File: src/rtl/axi_lite_host_master_if.sv
// AXI4-Lite bus bundle between the host-side initiator and the coprocessor slave port.
// The master modport belongs to the initiator, the slave modport to the responder.
interface axi_lite_host_master_if #(
  parameter int unsigned ADDR_W = 32,
  parameter int unsigned DATA_W = 32
);
  localparam int unsigned StrbW = DATA_W / 8;

  logic [ADDR_W-1:0] AWADDR;
  logic [2:0]        AWPROT;
  logic              AWVALID;
  logic              AWREADY;

  logic [DATA_W-1:0] WDATA;
  logic [StrbW-1:0]  WSTRB;
  logic              WVALID;
  logic              WREADY;

  logic [1:0]        BRESP;
  logic              BVALID;
  logic              BREADY;

  logic [ADDR_W-1:0] ARADDR;
  logic [2:0]        ARPROT;
  logic              ARVALID;
  logic              ARREADY;

  logic [DATA_W-1:0] RDATA;
  logic [1:0]        RRESP;
  logic              RVALID;
  logic              RREADY;

  modport master (
    output AWADDR, AWPROT, AWVALID,
    input  AWREADY,
    output WDATA, WSTRB, WVALID,
    input  WREADY,
    input  BRESP, BVALID,
    output BREADY,
    output ARADDR, ARPROT, ARVALID,
    input  ARREADY,
    input  RDATA, RRESP, RVALID,
    output RREADY
  );

  modport slave (
    input  AWADDR, AWPROT, AWVALID,
    output AWREADY,
    input  WDATA, WSTRB, WVALID,
    output WREADY,
    output BRESP, BVALID,
    input  BREADY,
    input  ARADDR, ARPROT, ARVALID,
    output ARREADY,
    output RDATA, RRESP, RVALID,
    input  RREADY
  );
endinterface

File: src/rtl/axi_lite_host_master.sv
// AXI4-Lite initiator: turns single-word valid/ready commands into one outstanding
// AXI4-Lite write or read at a time, reporting completion as a one-cycle response pulse.
module axi_lite_host_master #(
  parameter int unsigned ADDR_W = 32,
  parameter int unsigned DATA_W = 32,
  parameter logic [2:0]  PROT   = 3'b000
) (
  input  logic                  ACLK,
  input  logic                  ARESETN,

  input  logic                  CMD_VALID,
  output logic                  CMD_READY,
  input  logic                  CMD_WRITE,
  input  logic [ADDR_W-1:0]     CMD_ADDR,
  input  logic [DATA_W-1:0]     CMD_WDATA,
  input  logic [DATA_W/8-1:0]   CMD_WSTRB,

  output logic                  RSP_VALID,
  output logic [DATA_W-1:0]     RSP_RDATA,
  output logic [1:0]            RSP_RESP,

  axi_lite_host_master_if.master axi
);

  localparam int unsigned StrbW = DATA_W / 8;

  typedef enum logic [2:0] {
    StIdle,
    StWrite,
    StWresp,
    StRead,
    StRdata
  } state_e;

  state_e              state_q;
  logic                live_q;
  logic [ADDR_W-1:0]   addr_q;
  logic [DATA_W-1:0]   wdata_q;
  logic [StrbW-1:0]    wstrb_q;
  logic                awvalid_q;
  logic                wvalid_q;
  logic                bready_q;
  logic                arvalid_q;
  logic                rready_q;
  logic                rsp_valid_q;
  logic [DATA_W-1:0]   rsp_rdata_q;
  logic [1:0]          rsp_resp_q;

  // A write channel counts as done once its VALID has already dropped or is accepted now.
  logic aw_done;
  logic w_done;
  assign aw_done = !awvalid_q || axi.AWREADY;
  assign w_done  = !wvalid_q  || axi.WREADY;

  always_ff @(posedge ACLK or negedge ARESETN) begin
    if (!ARESETN) begin
      state_q     <= StIdle;
      live_q      <= 1'b0;
      addr_q      <= '0;
      wdata_q     <= '0;
      wstrb_q     <= '0;
      awvalid_q   <= 1'b0;
      wvalid_q    <= 1'b0;
      bready_q    <= 1'b0;
      arvalid_q   <= 1'b0;
      rready_q    <= 1'b0;
      rsp_valid_q <= 1'b0;
      rsp_rdata_q <= '0;
      rsp_resp_q  <= 2'b00;
    end else begin
      live_q      <= 1'b1;
      rsp_valid_q <= 1'b0;
      case (state_q)
        StIdle: begin
          if (CMD_VALID && live_q) begin
            addr_q  <= CMD_ADDR;
            wdata_q <= CMD_WDATA;
            wstrb_q <= CMD_WSTRB;
            if (CMD_WRITE) begin
              awvalid_q <= 1'b1;
              wvalid_q  <= 1'b1;
              state_q   <= StWrite;
            end else begin
              arvalid_q <= 1'b1;
              state_q   <= StRead;
            end
          end
        end
        StWrite: begin
          if (axi.AWREADY) begin
            awvalid_q <= 1'b0;
          end
          if (axi.WREADY) begin
            wvalid_q <= 1'b0;
          end
          if (aw_done && w_done) begin
            bready_q <= 1'b1;
            state_q  <= StWresp;
          end
        end
        StWresp: begin
          if (axi.BVALID) begin
            bready_q    <= 1'b0;
            rsp_valid_q <= 1'b1;
            rsp_rdata_q <= '0;
            rsp_resp_q  <= axi.BRESP;
            state_q     <= StIdle;
          end
        end
        StRead: begin
          if (axi.ARREADY) begin
            arvalid_q <= 1'b0;
            rready_q  <= 1'b1;
            state_q   <= StRdata;
          end
        end
        StRdata: begin
          if (axi.RVALID) begin
            rready_q    <= 1'b0;
            rsp_valid_q <= 1'b1;
            rsp_rdata_q <= axi.RDATA;
            rsp_resp_q  <= axi.RRESP;
            state_q     <= StIdle;
          end
        end
        default: begin
          state_q <= StIdle;
        end
      endcase
    end
  end

  // live_q keeps the command port closed while reset is asserted.
  assign CMD_READY   = live_q && (state_q == StIdle);
  assign RSP_VALID   = rsp_valid_q;
  assign RSP_RDATA   = rsp_rdata_q;
  assign RSP_RESP    = rsp_resp_q;

  assign axi.AWADDR  = addr_q;
  assign axi.AWPROT  = PROT;
  assign axi.AWVALID = awvalid_q;
  assign axi.WDATA   = wdata_q;
  assign axi.WSTRB   = wstrb_q;
  assign axi.WVALID  = wvalid_q;
  assign axi.BREADY  = bready_q;
  assign axi.ARADDR  = addr_q;
  assign axi.ARPROT  = PROT;
  assign axi.ARVALID = arvalid_q;
  assign axi.RREADY  = rready_q;

  // A VALID is never withdrawn before its handshake and its payload holds still.
  a_aw_hold: assert property (@(posedge ACLK) disable iff (!ARESETN)
    awvalid_q && !axi.AWREADY |=> awvalid_q && $stable(addr_q));
  a_w_hold: assert property (@(posedge ACLK) disable iff (!ARESETN)
    wvalid_q && !axi.WREADY |=> wvalid_q && $stable(wdata_q) && $stable(wstrb_q));
  a_ar_hold: assert property (@(posedge ACLK) disable iff (!ARESETN)
    arvalid_q && !axi.ARREADY |=> arvalid_q && $stable(addr_q));

endmodule

File: src/flat_wrapper.sv
// flat-port wrapper written by rule: the top's interface ports become plain ports
module axi_lite_host_master_flat 
#(
  parameter int unsigned ADDR_W = 32,
  parameter int unsigned DATA_W = 32,
  parameter logic [2:0]  PROT   = 3'b000
)
  (ACLK, ARESETN, CMD_VALID, CMD_READY, CMD_WRITE, CMD_ADDR, CMD_WDATA, CMD_WSTRB, RSP_VALID, RSP_RDATA, RSP_RESP, axi_AWADDR, axi_AWPROT, axi_AWVALID, axi_AWREADY, axi_WDATA, axi_WSTRB, axi_WVALID, axi_WREADY, axi_BRESP, axi_BVALID, axi_BREADY, axi_ARADDR, axi_ARPROT, axi_ARVALID, axi_ARREADY, axi_RDATA, axi_RRESP, axi_RVALID, axi_RREADY);
  axi_lite_host_master_if #(.ADDR_W(ADDR_W), .DATA_W(DATA_W)) axi_i ();
  input  logic ACLK;
  input  logic ARESETN;
  input  logic CMD_VALID;
  output logic CMD_READY;
  input  logic CMD_WRITE;
  input  logic [ADDR_W-1:0] CMD_ADDR;
  input  logic [DATA_W-1:0] CMD_WDATA;
  input  logic [DATA_W/8-1:0] CMD_WSTRB;
  output logic RSP_VALID;
  output logic [DATA_W-1:0] RSP_RDATA;
  output logic [1:0] RSP_RESP;
  output wire logic [$bits(axi_i.AWADDR)-1:0] axi_AWADDR;
  output wire logic [$bits(axi_i.AWPROT)-1:0] axi_AWPROT;
  output wire logic [$bits(axi_i.AWVALID)-1:0] axi_AWVALID;
  input wire logic [$bits(axi_i.AWREADY)-1:0] axi_AWREADY;
  output wire logic [$bits(axi_i.WDATA)-1:0] axi_WDATA;
  output wire logic [$bits(axi_i.WSTRB)-1:0] axi_WSTRB;
  output wire logic [$bits(axi_i.WVALID)-1:0] axi_WVALID;
  input wire logic [$bits(axi_i.WREADY)-1:0] axi_WREADY;
  input wire logic [$bits(axi_i.BRESP)-1:0] axi_BRESP;
  input wire logic [$bits(axi_i.BVALID)-1:0] axi_BVALID;
  output wire logic [$bits(axi_i.BREADY)-1:0] axi_BREADY;
  output wire logic [$bits(axi_i.ARADDR)-1:0] axi_ARADDR;
  output wire logic [$bits(axi_i.ARPROT)-1:0] axi_ARPROT;
  output wire logic [$bits(axi_i.ARVALID)-1:0] axi_ARVALID;
  input wire logic [$bits(axi_i.ARREADY)-1:0] axi_ARREADY;
  input wire logic [$bits(axi_i.RDATA)-1:0] axi_RDATA;
  input wire logic [$bits(axi_i.RRESP)-1:0] axi_RRESP;
  input wire logic [$bits(axi_i.RVALID)-1:0] axi_RVALID;
  output wire logic [$bits(axi_i.RREADY)-1:0] axi_RREADY;
  assign axi_AWADDR = axi_i.AWADDR;
  assign axi_AWPROT = axi_i.AWPROT;
  assign axi_AWVALID = axi_i.AWVALID;
  assign axi_i.AWREADY = axi_AWREADY;
  assign axi_WDATA = axi_i.WDATA;
  assign axi_WSTRB = axi_i.WSTRB;
  assign axi_WVALID = axi_i.WVALID;
  assign axi_i.WREADY = axi_WREADY;
  assign axi_i.BRESP = axi_BRESP;
  assign axi_i.BVALID = axi_BVALID;
  assign axi_BREADY = axi_i.BREADY;
  assign axi_ARADDR = axi_i.ARADDR;
  assign axi_ARPROT = axi_i.ARPROT;
  assign axi_ARVALID = axi_i.ARVALID;
  assign axi_i.ARREADY = axi_ARREADY;
  assign axi_i.RDATA = axi_RDATA;
  assign axi_i.RRESP = axi_RRESP;
  assign axi_i.RVALID = axi_RVALID;
  assign axi_RREADY = axi_i.RREADY;
  axi_lite_host_master #(.ADDR_W(ADDR_W), .DATA_W(DATA_W), .PROT(PROT)) u_core (.ACLK(ACLK), .ARESETN(ARESETN), .CMD_VALID(CMD_VALID), .CMD_READY(CMD_READY), .CMD_WRITE(CMD_WRITE), .CMD_ADDR(CMD_ADDR), .CMD_WDATA(CMD_WDATA), .CMD_WSTRB(CMD_WSTRB), .RSP_VALID(RSP_VALID), .RSP_RDATA(RSP_RDATA), .RSP_RESP(RSP_RESP), .axi(axi_i));
endmodule
File: config.mk
export PLATFORM = sky130hd
export DESIGN_NAME = axi_lite_host_master_flat
export DESIGN_NICKNAME = d
export VERILOG_FILES = /design/src/rtl/axi_lite_host_master_if.sv /design/src/rtl/axi_lite_host_master.sv /design/src/flat_wrapper.sv
export SDC_FILE = /design/constraint.sdc
export NUM_CORES = 1
export LEC_CHECK = 0
export CORE_MARGIN = 1.5
export CORE_UTILIZATION = 42
export CTS_CLUSTER_SIZE = 20
export DETAILED_ROUTE_END_ITERATION = 16
export GPL_ROUTABILITY_DRIVEN = 0
export PLACE_DENSITY_LB_ADDON = 0.08
export SYNTH_ARGS = -nofsm -noshare
export SYNTH_HDL_FRONTEND = slang
export SYNTH_SLANG_ARGS = --single-unit
File: constraint.sdc
create_clock -name ACLK -period 4.5 [get_ports ACLK]
set_input_delay 0.9 -clock ACLK [delete_from_list [all_inputs] [get_ports ACLK]]
set_output_delay 0.9 -clock ACLK [all_outputs]
set_load 0.02 [all_outputs]
Yosys cells after proc, flatten, opt, wreduce, memory -nomap -nowiden
Index checks and enable logic that the tools add are counted.

storage, ports and cells
  bits in registers = 112
  latch bits = 0
  bits in writable memories = 0
  bits in read-only memories = 0
  memories = 0

cells by class
  add/subtract/negate cells = 0
  multiply operators = 0
  div/mod/pow operators = 0
  magnitude comparators = 0
  eq/ne operators = 13
  shift operators = 0
  mux-type cells = 32
  bitwise operators = 0
  reduce and logical (&&, ||, !) cells = 21

operators with widths
  kind                  count
  $mux W32              2
  $pmux W32 S2          1
  $mux W3               5
  $pmux W3 S5           1
  $ne A2 B2 Y1 const B  7
  $mux W1               13
  $pmux W1 S2           6
  $reduce_and A4 Y1     3
  $reduce_bool A2 Y1    5
  $reduce_and A3 Y1     3
  $eq A3 B2 Y1 const B  2
  $mux W2               3
  $reduce_and A5 Y1     1
  $ne A2 B1 Y1 const B  2
  $pmux W2 S2           1
  $eq A3 B1 Y1 const B  1
  $eq A3 B3 Y1 const B  1
  $logic_and A1 B1 Y1   3
  $logic_not A3 Y1      1
  $logic_not A1 Y1      2
  $logic_or A1 B1 Y1    2
  $reduce_and A2 Y1     1

Logic depth before layout (Yosys ltp)
  depth in word-level cells = 5
  gate-level depth with buffers = 6
  depth with buffers taken out = 3

Least setup slack after synthesis
Ideal clock, no wire load.

  kind = in2reg
  start point = input axi_RVALID
  end point = register u_core.rsp_rdata_q[10], in the netlist u_core.RSP_RDATA[10]
  setup time = 79 ps
  data arrival time = 1771 ps
  data required time = 4421 ps
  path slack = 2650 ps
  stages on the path = 5
  path through = nand3b_1 a21oi_1 buf_2 buf_2 mux2i_1

on the way
  cells in the longest elaborated chain, start to end = 2

ends and longest elaborated chain
  element                      RTL line                     source
  from (decl)                  flat_wrapper.sv:38           input wire logic [$bits(axi_i.RVALID)-1:0] axi_RVALID;
  $ne A2 B2 Y1 (no line)       --
  $reduce_and A3 Y1 (no line)  --
  to (signal assigned)         axi_lite_host_master.sv:121  rsp_rdata_q <= axi.RDATA;
  to (decl)                    axi_lite_host_master.sv:46   logic [DATA_W-1:0] rsp_rdata_q;

No other way between the ends.
A chain may end at the register's enable or synchronous reset.

Final worst setup path
  start point = register u_core.state_q[0]
  end point = output CMD_READY

on the way
  cells in the longest elaborated chain, start to end = 2

ends and longest elaborated chain
  element                 RTL line                     source
  from (decl)             axi_lite_host_master.sv:35   state_e state_q;
  from (signal assigned)  axi_lite_host_master.sv:57   state_q <= StIdle;
  from (signal assigned)  axi_lite_host_master.sv:82   state_q <= StWrite;
  from (signal assigned)  axi_lite_host_master.sv:85   state_q <= StRead;
  $logic_not A3 Y1        axi_lite_host_master.sv:134  assign CMD_READY = live_q && (state_q == StIdle);
  $logic_and A1 B1 Y1     axi_lite_host_master.sv:134
  to (decl)               flat_wrapper.sv:13           output logic CMD_READY;

No other way between the ends.

==> impl_metrics.yaml <==
global_routing:
  grt_pass1_vias: 3443
  grt-ovfl-total: 0
  grt_max_degree: 70
  grt_usage_pct: 18.96
  grt_pass1_wl_um: 17400
  antenna_found_initial: 0
clock_network:
  insertion_delay_ns: 0.34
  cts_buffers: 9
  postCtsHoldBufs: 0
  cts-root-buf: "clkbuf_16"
  cts_tree: "done"
  post_cts_buffers: 0
  cts.clk_slew.worst_paths_ns: 0.07
  htreeDepth: 3
  cts_resized: 0
  clock_sinks: 112
  clk_path_buf_depth: 2
cells_and_area:
  antenna_cells: 0
  fin_nets: 703
  fin_area_um2: 7497
  area_growth_pct: 54.95
  drive_above_1_share_pct: 16.19
  layout.cells.most_common_list: "clkdlybuf4s50_1 (252), dfrtp_1 (112), mux2_2 (64)"
  final_common_cell: "clkdlybuf4s50_1"
setup_path:
  path_buf_inv: 1
  slowest_stage: "clkdlybuf4s50_1"
  crit_fanout: 13
  cp.required_ns: 3.60
  crit_path_end_kind: "output pin"
  arrival_ns: 2.14
  max_stage_delay_ns: 0.71
  crit_chain: "nor4b_4 -> clkdlybuf4s50_1"
  path_class: "flip-flop to output pin"
  start_kind: "flip-flop"
  path_delay_family: "buffers and inverters"
pwr:
  vdd.ir_drop.worst_v: 0.0004126
  cellLeakagePower_nw: 3.126
  clkPwrFrac_pct: 14.5
  switching_power_mw: 1.826
  comb_power_share_pct: 51.9
  power_frac_seq_pct: 33.6
  internal-power_mw: 3.166
  p_sw_share_pct: 36.58
  pwr_density_cell_nw_per_um2: 665.8
route:
  drtIter0Drc: 136
  wl_met3_um: 1103
  drcViolationCount: 0
  vias: 3459
  wire_per_inst_um: 15.96
  ant_nets: 0
  vias_per_cell: 4.700
  first_pass_iters: 4
  wl_um: 11740
  maxUsedRoutingLayer: "met4"
  dr_wl_met2_um: 5936
  wl_met1_um: 4473
flow_run:
  maxCapViolCount: 0
placement:
  dpl_cell_area_um2: 7236
  io_buffers: 253
  hpwl_um: 8821
yosys:
  synth_xor_area_share_pct: 0
  ys_ff_latch: 112
  syn_area_um2: 4838
  ys_seq_area_share_pct: 57.93
  async_reset_ff_share_pct: 100.0
  synth_fa_ha_area_share_pct: 0
  yosysWarnings: 0
  synth_compound_area_share_pct: 1.888
  synth.avg_cell_area_um2: 13.04
  synthMuxAreaShare_pct: 24.31
  syn_inst: 371
  synth-main-ff-cell: "dfrtp_1"
  synth_edf_count: 0
  yosysUniqueCellTypes: 28
  synth_top_family_by_area: "multiplexers"
  synth-simple-area-share_pct: 5.017
floorplanning:
  initial_core_util_pct: 42.74
  fp.dieW_um: 110.3
  die_area_um2: 12170
  ios: 260
  die_h_um: 110.3
  coreArea_um2: 11320
  num_rows: 39
timing:
  fin_crit_ns: 3.045
  worst_pin_slew_ns: 0.9516
  hold_viol: 0
  fin_setup_tns_ns: 0
  setup_viol: 0
  worst_clock_skew_ns: 0.005805
  finalMaxSlewViolations: 0
  slew_headroom_pct: 36.56
  period_share_pct: 67.66
  rsz0062_at_grt: "false"
  fmax_ghz: 0.3284
hold_path:
  hold_path.class: "input port to asynchronous set/reset pin"
run_status:
  outcome: "completed"
## per-stage QoR
| stage | setup WS [ns] | power, mW | cells | utilization (%) | hold WS [ns] |
|---|---|---|---|---|---|
| after floorplan | 2.650 | 3.180 | 376 | - | 0.5462 |
| after global placement | 1.566 | 4.254 | 722 | 63.91 | 0.4862 |
| after detailed placement | 1.494 | 4.316 | 722 | 63.91 | 0.4924 |
| after CTS | 1.435 | 5.055 | 736 | 66.22 | 0.4922 |
| after global routing | 1.354 | 5.269 | 736 | 66.22 | 0.5089 |
| final | 1.455 | 4.992 | 736 | 66.22 | 0.4922 |
## logic make-up (layout without fill, tap and decap cells)
family,count (synthesis),after routing
compound gates,14,14
other cells,2,7
buf+inv,90,307
flops,112,112
simple gates,48,48
mux,105,105
## flip-flops by register name, indices dropped and copies added, names as in the netlist
register,count
u_core.axi.WDATA,32
u_core.state_q,3
u_core.RSP_RDATA,32
u_core.axi.RREADY,1
u_core.axi.WSTRB,4
u_core.axi.BREADY,1
u_core.axi.ARADDR,32
u_core.RSP_RESP,2
u_core.axi.ARVALID,1
u_core.axi.WVALID,1
u_core.RSP_VALID,1
u_core.live_q,1
u_core.axi.AWVALID,1
## per-layer routing
layer	up-vias	global-route usage, %
met3	16	6.408
met1	1678	21.86
met4	0	7.601
met2	153	32.36
met5	-	0
li1	1612	-
## worst paths after layout
| kind | start | to | slack [ns] | cells after the start |
|---|---|---|---|---|
| max in group asynchronous | ARESETN | u_core.RSP_RDATA[5] | 3.01 | 2 |
| min in group ACLK | u_core.axi.WDATA[0] | u_core.axi.WDATA[0] | 0.50 | 1 |
| min reg2reg | u_core.axi.WDATA[0] | u_core.axi.WDATA[0] | 0.50 | 1 |
| min | ARESETN | u_core.axi.ARADDR[4] | 0.49 | 1 |
| max | u_core.state_q[0] | CMD_READY | 1.46 | 2 |
| max reg2reg | u_core.state_q[0] | u_core.axi.ARADDR[10] | 2.16 | 3 |
## power groups by stage
stage	Combinational (mW)	Sequential (mW)	Clock [mW]
3_5_place_dp	2.62	1.70	0
3_3_place_gp	2.59	1.67	0
6_report	2.59	1.68	0.723
4_1_cts	2.63	1.68	0.749
2_1_floorplan	1.07	2.11	0
5_1_grt	2.75	1.73	0.788
## cell type report
class	instances	area (µm²)
clock buffer	10	239.0
timing repair buffer	257	2560
tap	143	178.9
fill	910	3824
sequential	112	2803
multi-input combinational	174	1559
clock inverter	4	22.52
inverter	36	135.1
## synth_stat cells (all sizes together) (2+ instances only)
library cell	number	area share [%]
a31oi	5	0.65
conb	2	0.16
and3b	2	0.36
mux2	73	18
a21oi	3	0.31
buf	53	7.8
mux2i	32	6.6
nand2	34	2.7
nor2	4	0.31
nand2b	2	0.26
inv	36	2.8
nand3b	2	0.31
dfrtp	112	58
Power figures use the tool's default switching activity.
